[src/rtl/uart_baud_pkg.sv]
// Shared defaults and types for the UART baud tick generator.
package uart_baud_pkg;

  localparam int unsigned WORD_DEF = 16;
  localparam int unsigned FRAC_DEF = 4;
  localparam int unsigned OVS_DEF  = 16;

  typedef logic [WORD_DEF-1:0] div_int_t;
  typedef logic [FRAC_DEF-1:0] div_frac_t;

  typedef enum logic {
    ST_IDLE = 1'b0,
    ST_RUN  = 1'b1
  } run_state_e;

endpackage

[src/rtl/frac_div.sv]
// Fractional period counter: down-counter with a phase accumulator whose
// carry stretches a period by one cycle. zero_o flags the tick cycle.
module frac_div
  import uart_baud_pkg::*;
#(
  parameter int unsigned WORD = WORD_DEF,
  parameter int unsigned FRAC = FRAC_DEF
) (
  input  logic            clk_i,
  input  logic            rst_i,
  input  logic            clr_i,
  input  logic            restart_i,
  input  logic [WORD-1:0] div_int_i,
  input  logic [FRAC-1:0] div_frac_i,
  output logic            zero_o
);

  run_state_e      state;
  logic [WORD-1:0] cnt;
  logic [FRAC-1:0] acc;
  logic [FRAC:0]   acc_sum;
  logic [WORD-1:0] reload;

  assign zero_o = (state == ST_RUN) && (cnt == '0);

  // Next accumulator value and reload length (period-1, plus one on carry).
  always_comb begin
    acc_sum = {1'b0, acc} + {1'b0, div_frac_i};
    reload  = div_int_i - WORD'(1) + WORD'(acc_sum[FRAC]);
  end

  // Period counter and accumulator; restart aligns timing without a tick.
  always_ff @(posedge clk_i or posedge rst_i) begin
    if (rst_i) begin
      state <= ST_IDLE;
      cnt   <= '0;
      acc   <= '0;
    end else if (clr_i) begin
      state <= ST_IDLE;
      cnt   <= '0;
      acc   <= '0;
    end else if (restart_i) begin
      state <= ST_RUN;
      cnt   <= div_int_i - WORD'(1);
      acc   <= '0;
    end else if (state == ST_IDLE) begin
      state <= ST_RUN;
      cnt   <= div_int_i - WORD'(1);
    end else if (cnt == '0) begin
      cnt <= reload;
      acc <= acc_sum[FRAC-1:0];
    end else begin
      cnt <= cnt - WORD'(1);
    end
  end

endmodule

[src/rtl/baud_tick_gen.sv]
// Baud tick generator: oversample/mid-bit/bit-boundary pulses from a
// fractional divisor, with shadowed divisor updates at bit boundaries.
module baud_tick_gen
  import uart_baud_pkg::*;
#(
  parameter int unsigned WORD = WORD_DEF,
  parameter int unsigned FRAC = FRAC_DEF,
  parameter int unsigned OVS  = OVS_DEF
) (
  input  logic            clk_i,
  input  logic            rst_i,
  input  logic            en_i,
  input  logic [WORD-1:0] div_int_i,
  input  logic [FRAC-1:0] div_frac_i,
  input  logic            div_wr_i,
  input  logic            resync_i,
  output logic            os_tick_o,
  output logic            half_tick_o,
  output logic            bit_tick_o,
  output logic            baud_clk_o,
  output logic            active_o
);

  localparam int unsigned CW = $clog2(OVS);

  logic [WORD-1:0] shadow_int, act_int, int_nxt;
  logic [FRAC-1:0] shadow_frac, act_frac, frac_nxt;
  logic            pending;
  logic            zero, bit_raw, apply, clr, restart, tick_ev;
  logic            half_ev, bit_ev;
  logic [CW-1:0]   os_cnt;

  // Divisor that will be active after this edge. The bit-boundary test uses
  // the raw counter state so the divisor choice never feeds back into it.
  always_comb begin
    bit_raw  = zero && (os_cnt == CW'(OVS - 1));
    apply    = pending && (resync_i || bit_raw || (act_int == '0));
    int_nxt  = act_int;
    frac_nxt = act_frac;
    if (!en_i) begin
      int_nxt  = div_wr_i ? div_int_i  : shadow_int;
      frac_nxt = div_wr_i ? div_frac_i : shadow_frac;
    end else if (apply) begin
      int_nxt  = shadow_int;
      frac_nxt = shadow_frac;
    end
    clr     = !en_i || (int_nxt == '0);
    restart = resync_i && !clr;
    tick_ev = zero && !clr && !restart;
    half_ev = tick_ev && (os_cnt == CW'(OVS / 2 - 1));
    bit_ev  = tick_ev && (os_cnt == CW'(OVS - 1));
  end

  frac_div #(
    .WORD(WORD),
    .FRAC(FRAC)
  ) u_frac_div (
    .clk_i     (clk_i),
    .rst_i     (rst_i),
    .clr_i     (clr),
    .restart_i (restart),
    .div_int_i (int_nxt),
    .div_frac_i(frac_nxt),
    .zero_o    (zero)
  );

  // Shadow capture, pending flag and active divisor.
  always_ff @(posedge clk_i or posedge rst_i) begin
    if (rst_i) begin
      shadow_int  <= '0;
      shadow_frac <= '0;
      act_int     <= '0;
      act_frac    <= '0;
      pending     <= 1'b0;
    end else begin
      if (div_wr_i) begin
        shadow_int  <= div_int_i;
        shadow_frac <= div_frac_i;
      end
      act_int  <= int_nxt;
      act_frac <= frac_nxt;
      pending  <= en_i && (div_wr_i || (pending && !apply));
    end
  end

  // Oversample counter and registered tick/baud outputs.
  always_ff @(posedge clk_i or posedge rst_i) begin
    if (rst_i) begin
      os_cnt      <= '0;
      os_tick_o   <= 1'b0;
      half_tick_o <= 1'b0;
      bit_tick_o  <= 1'b0;
      baud_clk_o  <= 1'b0;
      active_o    <= 1'b0;
    end else begin
      active_o <= !clr;
      if (clr || restart) begin
        os_cnt      <= '0;
        os_tick_o   <= 1'b0;
        half_tick_o <= 1'b0;
        bit_tick_o  <= 1'b0;
        baud_clk_o  <= 1'b0;
      end else begin
        os_tick_o   <= tick_ev;
        half_tick_o <= half_ev;
        bit_tick_o  <= bit_ev;
        if (tick_ev) os_cnt <= os_cnt + CW'(1);
        if (half_ev) baud_clk_o <= 1'b1;
        else if (bit_ev) baud_clk_o <= 1'b0;
      end
    end
  end

endmodule

[config.mk]
export PLATFORM = sky130hd
export DESIGN_NAME = baud_tick_gen
export DESIGN_NICKNAME = d
export VERILOG_FILES = /design/src/rtl/uart_baud_pkg.sv /design/src/rtl/frac_div.sv /design/src/rtl/baud_tick_gen.sv
export SDC_FILE = /design/constraint.sdc
export NUM_CORES = 1
export LEC_CHECK = 0
export ABC_AREA = 1
export CORE_MARGIN = 10
export CORE_UTILIZATION = 30
export CTS_BUF_LIST = sky130_fd_sc_hd__clkbuf_4
export DETAILED_ROUTE_END_ITERATION = 10
export SYNTH_ARGS = -nofsm -noshare
export SYNTH_HDL_FRONTEND = slang
export SYNTH_HIERARCHICAL = 1
export SYNTH_SLANG_ARGS = --single-unit
[constraint.sdc]
create_clock -name clk_i -period 4.3 [get_ports clk_i]
set_clock_uncertainty 0.15 [all_clocks]
set_input_delay 0.645 -clock clk_i [delete_from_list [all_inputs] [get_ports clk_i]]
set_output_delay 0.645 -clock clk_i [all_outputs]
set_load 0.005 [all_outputs]
==> results of run 1 <==
## cells in the mapped netlist, drive strengths merged
| cell type | count | area (um^2) |
|---|---|---|
| o21bai | 3 | 22.5 |
| buf | 11 | 73.8 |
| nand3 | 83 | 425 |
| ha | 10 | 125 |
| a211oi | 2 | 15.0 |
| fa | 1 | 20.0 |
| nor3 | 4 | 25.0 |
| nand2 | 221 | 880 |
| dfrtp | 71 | 1780 |
| xnor2 | 5 | 43.8 |
| clkinv | 1 | 3.75 |
| inv | 89 | 334 |
| a21oi | 30 | 165 |
| clkbuf | 7 | 26.3 |
| a211o | 1 | 8.76 |
| nand4 | 8 | 50.1 |
| o211ai | 2 | 15.0 |
| and2 | 1 | 6.26 |
| o22ai | 4 | 25.0 |
| or2 | 8 | 50.1 |
| nand3b | 1 | 7.51 |
| nor2 | 87 | 418 |
| o21ai | 35 | 186 |
| o41ai | 1 | 8.76 |
| xor2 | 8 | 70.1 |
## worst min-delay path by stage
stage               cells after the start  slack, ps         startpoint                 to
floorplan                               2        300  u_frac_div/acc[0]  u_frac_div/acc[0]
global placement                        2        320  u_frac_div/acc[0]  u_frac_div/acc[0]
detailed placement                      2        330  u_frac_div/acc[0]  u_frac_div/acc[0]
CTS                                     2        360  u_frac_div/acc[2]  u_frac_div/acc[2]
global route                            2        390     shadow_int[12]     shadow_int[12]
finish                                  2        360  u_frac_div/acc[0]  u_frac_div/acc[0]
## critical path, delay by kind of cell, from the launching register on
family                     cells  cell delay (ps)
AOI/OAI and AO/OA              5              480
adders and majority gates      5              950
buffers and inverters          5              340
DFF                            1              410
and+or+nand+nor               18             1680
## stage by stage
stage          setup TNS (ps)  instances  hold slack, ps
5_1_grt                 -1340        962             387
3_5_place_dp            -5.21        937             326
4_1_cts                     0        955             357
2_1_floorplan               0        694             296
3_3_place_gp                0        937             317
6_report                    0        962             355
## repair_timing
item / CTS / global route
resized for setup: 2 / 39
buffers inserted: 2 / 7
pin swaps: 4 / 25
setup endpoints to repair: 2 / 14
## layout make-up
type / instances / area (um^2) / area share
multi-input cells: 515 / 2690 / 0.468
repair buffers: 54 / 478 / 0.0833
clock inverters: 6 / 109 / 0.0190
clock buffers: 10 / 75.1 / 0.0131
well taps: 216 / 270 / 0.0471
inverters: 90 / 343 / 0.0597
flip-flops and latches: 71 / 1780 / 0.310
## layer usage
metal | vias to the layer above | part of all wire | routed length [um] | global-route usage
met3 | 14 | 0.040 | 507 | 0.0334
met5 | - | 0 | 0 | 0
met4 | 0 | 0.017 | 218 | 0.0400
met1 | 2049 | 0.49 | 6140 | 0.152
li1 | 2293 | - | - | -
met2 | 88 | 0.45 | 5690 | 0.183
## cell families after synthesis
family / share of synthesized area
xor gates and xnor gates: 0.0238
and+or+nand+nor: 0.389
adders and majority gates: 0.0304
AOI/OAI and AO/OA: 0.0934
DFF: 0.372
buffers and inverters: 0.0916
## state kept, by name, indices dropped and copies added (netlist names)
| register | flops |
|---|---|
| half_tick_o | 1 |
| pending | 1 |
| os_tick_o | 1 |
| act_frac | 4 |
| shadow_int | 16 |
| shadow_frac | 4 |
| active_o | 1 |
| u_frac_div/acc | 4 |
| bit_tick_o | 1 |
| u_frac_div/cnt | 16 |
| baud_clk_o | 1 |
| os_cnt | 4 |
| u_frac_div/state | 1 |
| act_int | 16 |
## where the power goes
group	internal [mW]	leakage, nW	switching [mW]
Clock	0.298	0.0903	0.257
Combinational	0.190	1.83	0.340
Sequential	0.728	0.884	0.0403
Total	1.22	2.81	0.637
==> flow_summary.yaml, run 1 <==
status:
  status: "complete, no violations"
worst_setup_path:
  crit_arrival_ps: 4310
  start_kind: "register"
  reg2reg_to: "u_frac_div/cnt[14]"
  critical_path.startpoint: "u_frac_div/cnt[0]"
  cp-end-kind: "register"
  worst-r2r-cell-count: 33
  required_ps: 4510
  crit_type: "reg2reg"
  crit_path_max_incr_delay_ps: 410
  crit_fanout: 5
  cp_slowest_cell: "dfrtp_1"
  timing.rr.start: "u_frac_div/cnt[0]"
  rrSetupSlack_ps: 190
  critPathCapture: "u_frac_div/cnt[14]"
timing:
  timing.final.crit_share: 0.955
  final_max_slew_viol_count: 0
  finalSetupViolCount: 0
  rsz0062_at_grt: "yes"
  finalCriticalPeriod_ps: 4110
  hold_viol_final: 0
  worst_slack_ps: 194
  max_freq_ghz: 0.244
  tightestPinTransition_ps: 887
  relSlewSlack: 0.408
clocking:
  cts_buffer_depth: 2
  cts_inserted_buffers: 9
  cts_tree: "yes"
  clock_sinks: 71
  clkTransAtPathRegs_ps: 130
  cts_max_level: 3
  cts_hold_buf: 0
  cts-root-buf: "clkbuf_4"
  insertion_delay_ps: 460
final_layout:
  num-nets-final: 777
  layout_commonest_cell: "nand2_1"
  fillCellCount: 1695
  n_antenna_cell: 0
  utilization: 0.364
  layout_common_cells: "208 x nand2_1, 81 x nand3_1, 71 x dfrtp_1"
  design_area_um2: 5740
  syn_to_final_growth_pct: 20.0
  drive_above_1_share: 0.168
global_route:
  grt.overflow.total: 0
  grt_pass1_vias: 4162
  antenna_found_initial: 0
  grt_pass1_wl_um: 20700
  grt_max_degree: 30
  track_usage: 0.117
floorplan:
  fp.dieH_um: 146
  coreArea_um2: 15800
  pin_count: 30
  fp.dieArea_um2: 21400
  die_width_um: 146
  placementRows: 46
  initial_core_util: 0.303
detailed_routing:
  drtPass1Iterations: 5
  drc: 0
  wl_per_cell_um: 13.1
  wl_um: 12600
  vias_per_cell: 4.62
  drt_iter0_drc: 243
  ant_nets: 0
  vias: 4444
yosys:
  synth_cells: 694
  synth.distinct_cells: 38
  ys_ff_latch: 71
  synth_nets: 730
  yosysWarnings: 6
  synth_area_um2: 4780
  syn_area_per_cell_um2: 6.89
  ys_seq_area_frac: 0.372
hold_path:
  hp-class: "reg2reg"
job:
  max_cap_viol_count: 0
placed_design:
  placedInstanceArea_um2: 5360
  numPortBuffers: 29
  dp_hpwl_um: 9490
  pre_cts_ws_ps: -4.19
  gp_congestion: 0.842
pwr:
  ir_drop_uv: 174
  leakagePower_nw: 2.81
  power.density_nw_per_um2: 323
  finalPower_mw: 1.85
Note: power is estimated with default switching activity, not from simulation.
==> run 2, diff against run 1 <==
Settings changed: RECOVER_POWER set to 25.
==> flow_summary.yaml, run 2 (same netlist as run 1, synthesis figures left out) <==
status:
  status: "complete, no violations"
global_route:
  track_usage: 0.117
  grt_pass1_wl_um: 20700
  grt_max_degree: 30
  grt_pass1_vias: 4162
  antenna_found_initial: 0
  grt.overflow.total: 0
detailed_routing:
  drtPass1Iterations: 5
  drt_iter0_drc: 235
  vias: 4433
  vias_per_cell: 4.61
  ant_nets: 0
  wl_um: 12600
  wl_per_cell_um: 13.1
  drc: 0
hold_path:
  min_path_cells: 2
  holdPathEnd: "u_frac_div/acc[0]"
  worstHoldStart: "u_frac_div/acc[0]"
  hp-class: "reg2reg"
floorplan:
  placementRows: 46
  pin_count: 30
  fp.dieArea_um2: 21400
  initial_core_util: 0.303
  coreArea_um2: 15800
  die_width_um: 146
  fp.dieH_um: 146
clocking:
  cts-root-buf: "clkbuf_4"
  clkTransAtPathRegs_ps: 110
  cts_buffer_depth: 2
  clock_sinks: 71
  insertion_delay_ps: 460
  cts_hold_buf: 0
  cts_inserted_buffers: 9
  cts_tree: "yes"
  cts_max_level: 3
final_layout:
  multiInputGateArea_um2: 2690
  drive_above_1_share: 0.164
  syn_to_final_growth_pct: 19.8
  fillCellCount: 1697
  num-nets-final: 777
  layout_common_cells: "208 x nand2_1, 81 x nand3_1, 71 x dfrtp_1"
  n_antenna_cell: 0
  top_regs: "act_int x16, shadow_int x16, u_frac_div/cnt x16"
  layout_commonest_cell: "nand2_1"
  seq_area_um2: 1780
  design_area_um2: 5730
  utilization: 0.363
worst_setup_path:
  worst-r2r-cell-count: 33
  cp-end-kind: "register"
  crit_fanout: 13
  required_ps: 4490
  crit_type: "in2reg"
  cp_cell_sequence: "dlygate4sd3_1, clkbuf_1, clkbuf_1, nand2_1, nand3_1, nand2_1, inv_1, inv_1, ha_1, inv_1, nand2_1, nand2_1, nand3_1, nor2_2, nand3_1, nor2_1, nand2_1, o21bai_1, nand3_1, nand2_1, a21oi_1"
  cp_num_buf_inv: 6
  rrSetupSlack_ps: 190
  cp_common_cell: "nand2_1"
  reg2reg_to: "u_frac_div/cnt[14]"
  start_kind: "input port"
  critical-path-top-delay-family: "buffers and inverters"
  cp_slowest_cell: "dlygate4sd3_1"
  crit_arrival_ps: 4300
  timing.rr.start: "u_frac_div/cnt[0]"
  crit_path_max_incr_delay_ps: 570
pwr:
  intPower_mw: 1.21
  ir_drop_uv: 174
  p_comb_frac: 0.285
  clkPwrFrac: 0.300
  leakagePower_nw: 2.80
  p_sw_frac: 0.344
  power.density_nw_per_um2: 323
  pwr-share-seq: 0.415
  p_switching_mw: 0.636
placed_design:
  gp_congestion: 0.842
  dp_hpwl_um: 9490
  placedInstanceArea_um2: 5360
  numPortBuffers: 29
timing:
  timing.final.crit_share: 0.958
  rsz0062_at_grt: "yes"
  max_freq_ghz: 0.243
  final_max_slew_viol_count: 0
  finalCriticalPeriod_ps: 4120
  hold_viol_final: 0
  relSlewSlack: 0.235
  finalSetupViolCount: 0
  tightestPinTransition_ps: 1150
job:
  max_cap_viol_count: 0
## run 2: cell count changes in the layout (fill, tap and decap cells not counted)
cell | before | now
clkbuf_1 | 0 | 2
dlygate4sd3_1 | 0 | 2
inv_2 | 19 | 18
buf_4 | 25 | 23
clkdlybuf4s50_1 | 29 | 27
inv_1 | 69 | 70
## run 2: final cells by class
class,count,share of cell area
tap,216,0.0472
clock buffer,10,0.0131
multi-input combinational,515,0.469
timing repair buffer,54,0.0821
clock inverter,6,0.0190
sequential,71,0.310
inverter,90,0.0598
## run 2: worst max-delay path by stage
stage                     cells after the start                 end               from  slack, ps
after global placement                       24  u_frac_div/cnt[10]           div_wr_i         60
final                                        21  u_frac_div/cnt[13]           div_wr_i        180
after CTS                                    32  u_frac_div/cnt[14]  u_frac_div/cnt[0]          6
after floorplan                              34  u_frac_div/cnt[12]  u_frac_div/cnt[0]        160
after detailed placement                     33  u_frac_div/cnt[12]  u_frac_div/cnt[0]         -4
after global routing                         32  u_frac_div/cnt[14]  u_frac_div/cnt[0]       -250
## run 2: metrics by stage
stage	setup slack [ps]	hold slack [ps]	instances	power, mW	TNS [ps]
5_1_grt	-252	387	962	1.98	-1340
2_1_floorplan	156	296	694	1.13	0
4_1_cts	5.89	357	955	1.84	0
6_report	181	355	962	1.85	0
3_5_place_dp	-4.19	326	937	1.27	-5.21
3_3_place_gp	60.7	317	937	1.27	0
## run 2: power groups by stage
stage | Clock, mW | Sequential, mW | Combinational (mW)
after global placement | 0 | 0.779 | 0.493
after floorplan | 0 | 0.767 | 0.367
after global routing | 0.606 | 0.775 | 0.603
after detailed placement | 0 | 0.777 | 0.496
final | 0.554 | 0.768 | 0.528
after CTS | 0.576 | 0.765 | 0.501
## run 2: metal layers
layer	wire, um	global-route usage	vias to the layer above
met3	470	0.0334	17
met5	0	0	-
met4	227	0.0400	0
met1	6180	0.152	2044
met2	5690	0.183	78
li1	-	-	2294
## run 2: worst register-to-register path: cells and delay by family, from the launching register on
kind	cells	cell delay [ps]
AO/OA/AOI/OAI	5	480
buffers and inverters	5	350
AND/OR/NAND/NOR	18	1680
adder cells (fa/ha/maj)	5	950
flip-flops	1	410
## run 2: repair_timing
action | in CTS | in global routing
endpoints found under the setup margin | 2 | 14
resized for setup | 2 | 39
pin swaps | 4 | 25
setup buffers | 2 | 7
==> run 3, diff against run 2 <==
Settings changed: SKIP_CTS_REPAIR_TIMING set to 1.
==> flow_summary.yaml, run 3 (same netlist as run 1, synthesis figures left out) <==
detailed_routing:
  wl_um: 12600
  vias_per_cell: 4.59
  wl_per_cell_um: 13.1
  drt_iter0_drc: 229
  vias: 4425
  ant_nets: 0
  drc: 0
  drtPass1Iterations: 5
pwr:
  pwr-share-seq: 0.415
  leakagePower_nw: 2.81
  p_comb_frac: 0.285
  clkPwrFrac: 0.300
  p_switching_mw: 0.635
  intPower_mw: 1.21
  p_sw_frac: 0.343
  power.density_nw_per_um2: 322
  finalPower_mw: 1.85
  ir_drop_uv: 174
worst_setup_path:
  reg2reg_to: "u_frac_div/cnt[13]"
  crit_fanout: 5
  crit_path_max_incr_delay_ps: 410
  cp-end-kind: "register"
  start_kind: "register"
  timing.rr.start: "u_frac_div/cnt[0]"
  critical_path.startpoint: "u_frac_div/cnt[0]"
  rrSetupSlack_ps: 110
  critPathCapture: "u_frac_div/cnt[13]"
  cp_slowest_cell: "dfrtp_1"
  crit_arrival_ps: 4370
  required_ps: 4490
  worst-r2r-cell-count: 30
  crit_type: "reg2reg"
timing:
  tightestPinTransition_ps: 1140
  hold_viol_final: 0
  final_max_slew_viol_count: 0
  timing.final.crit_share: 0.974
  rsz0062_at_grt: "yes"
  relSlewSlack: 0.240
  finalCriticalPeriod_ps: 4190
  max_freq_ghz: 0.239
  finalSetupViolCount: 0
final_layout:
  syn_to_final_growth_pct: 19.9
  num-nets-final: 779
  drive_above_1_share: 0.164
  layout_commonest_cell: "nand2_1"
  top_regs: "act_int x16, shadow_int x16, u_frac_div/cnt x16"
  fillCellCount: 1699
  n_antenna_cell: 0
  layout_common_cells: "207 x nand2_1, 81 x nand3_1, 71 x dfrtp_1"
  final_cells: 964
global_route:
  antenna_found_initial: 0
  grt_pass1_wl_um: 20700
  grt_max_degree: 30
  track_usage: 0.117
  grt.overflow.total: 0
  grt_pass1_vias: 4165
placed_design:
  numPortBuffers: 29
  gp_congestion: 0.842
  dp_hpwl_um: 9490
  dpl.cell_count: 937
clocking:
  cts_max_level: 3
  cts_buffer_depth: 2
  cts_inserted_buffers: 9
  insertion_delay_ps: 460
  cts-root-buf: "clkbuf_4"
  clkTransAtPathRegs_ps: 120
  clock_sinks: 71
  cts_tree: "yes"
floorplan:
  fp.dieArea_um2: 21400
  coreArea_um2: 15800
  fp.dieH_um: 146
  initial_core_util: 0.303
  placementRows: 46
  pin_count: 30
  die_width_um: 146
status:
  status: "complete, no violations"
hold_path:
  min_path_cells: 2
  hp-class: "reg2reg"
job:
  max_cap_viol_count: 0
run 3: cell types whose count changed in the layout (fill, tap and decap cells not counted), sizes merged:
cell and change:
buf +2
run 3: cell type report:
type,instances,area (um^2),area share
Tap cell,216,270,0.0471
Clock buffer,10,75.1,0.0131
Clock inverter,6,109,0.0190
Multi-Input combinational cell,515,2670,0.466
Inverter,90,345,0.0602
Sequential cell,71,1780,0.310
Timing Repair Buffer,56,485,0.0846
run 3: stage by stage:
| step | setup WS (ps) | instance area (um^2) | setup TNS [ps] | hold WS, ps | util |
|---|---|---|---|---|---|
| 2_1_floorplan | 156 | 4780 | 0 | 296 | - |
| 3_3_place_gp | 60.7 | 5360 | 0 | 317 | 0.340 |
| 3_5_place_dp | -4.19 | 5360 | -5.21 | 326 | 0.340 |
| 4_1_cts | -24.4 | 5550 | -35.9 | 355 | 0.352 |
| 5_1_grt | -316 | 5740 | -2330 | 387 | 0.364 |
| 6_report | 113 | 5740 | 0 | 351 | 0.364 |
run 3: critical path: cells and delay by family (launching register included):
family	cells	cell delay (ps)
and+or+nand+nor	16	1750
DFF	1	410
adders and majority gates	4	810
AOI/OAI and AO/OA	6	630
buffers and inverters	4	300
run 3: worst min-delay path by stage:
| stage | start | end | slack [ps] |
|---|---|---|---|
| finish | u_frac_div/acc[2] | u_frac_div/acc[2] | 350 |
| floorplan | u_frac_div/acc[0] | u_frac_div/acc[0] | 300 |
| global placement | u_frac_div/acc[0] | u_frac_div/acc[0] | 320 |
| CTS | u_frac_div/acc[0] | u_frac_div/acc[0] | 350 |
| global route | shadow_int[12] | shadow_int[12] | 390 |
| detailed placement | u_frac_div/acc[0] | u_frac_div/acc[0] | 330 |
run 3: per-layer routing:
metal | share of wire | GRT usage | wire [um]
met5 | 0 | 0 | 0
met4 | 0.018 | 0.0400 | 223
met3 | 0.036 | 0.0334 | 454
met2 | 0.45 | 0.183 | 5720
met1 | 0.49 | 0.152 | 6210
run 3: power groups by stage:
stage / sequential (mW) / combinational, mW / clock (mW)
6_report: 0.767 / 0.527 / 0.554
3_5_place_dp: 0.777 / 0.496 / 0
3_3_place_gp: 0.779 / 0.493 / 0
2_1_floorplan: 0.767 / 0.367 / 0
4_1_cts: 0.765 / 0.498 / 0.576
5_1_grt: 0.774 / 0.602 / 0.606
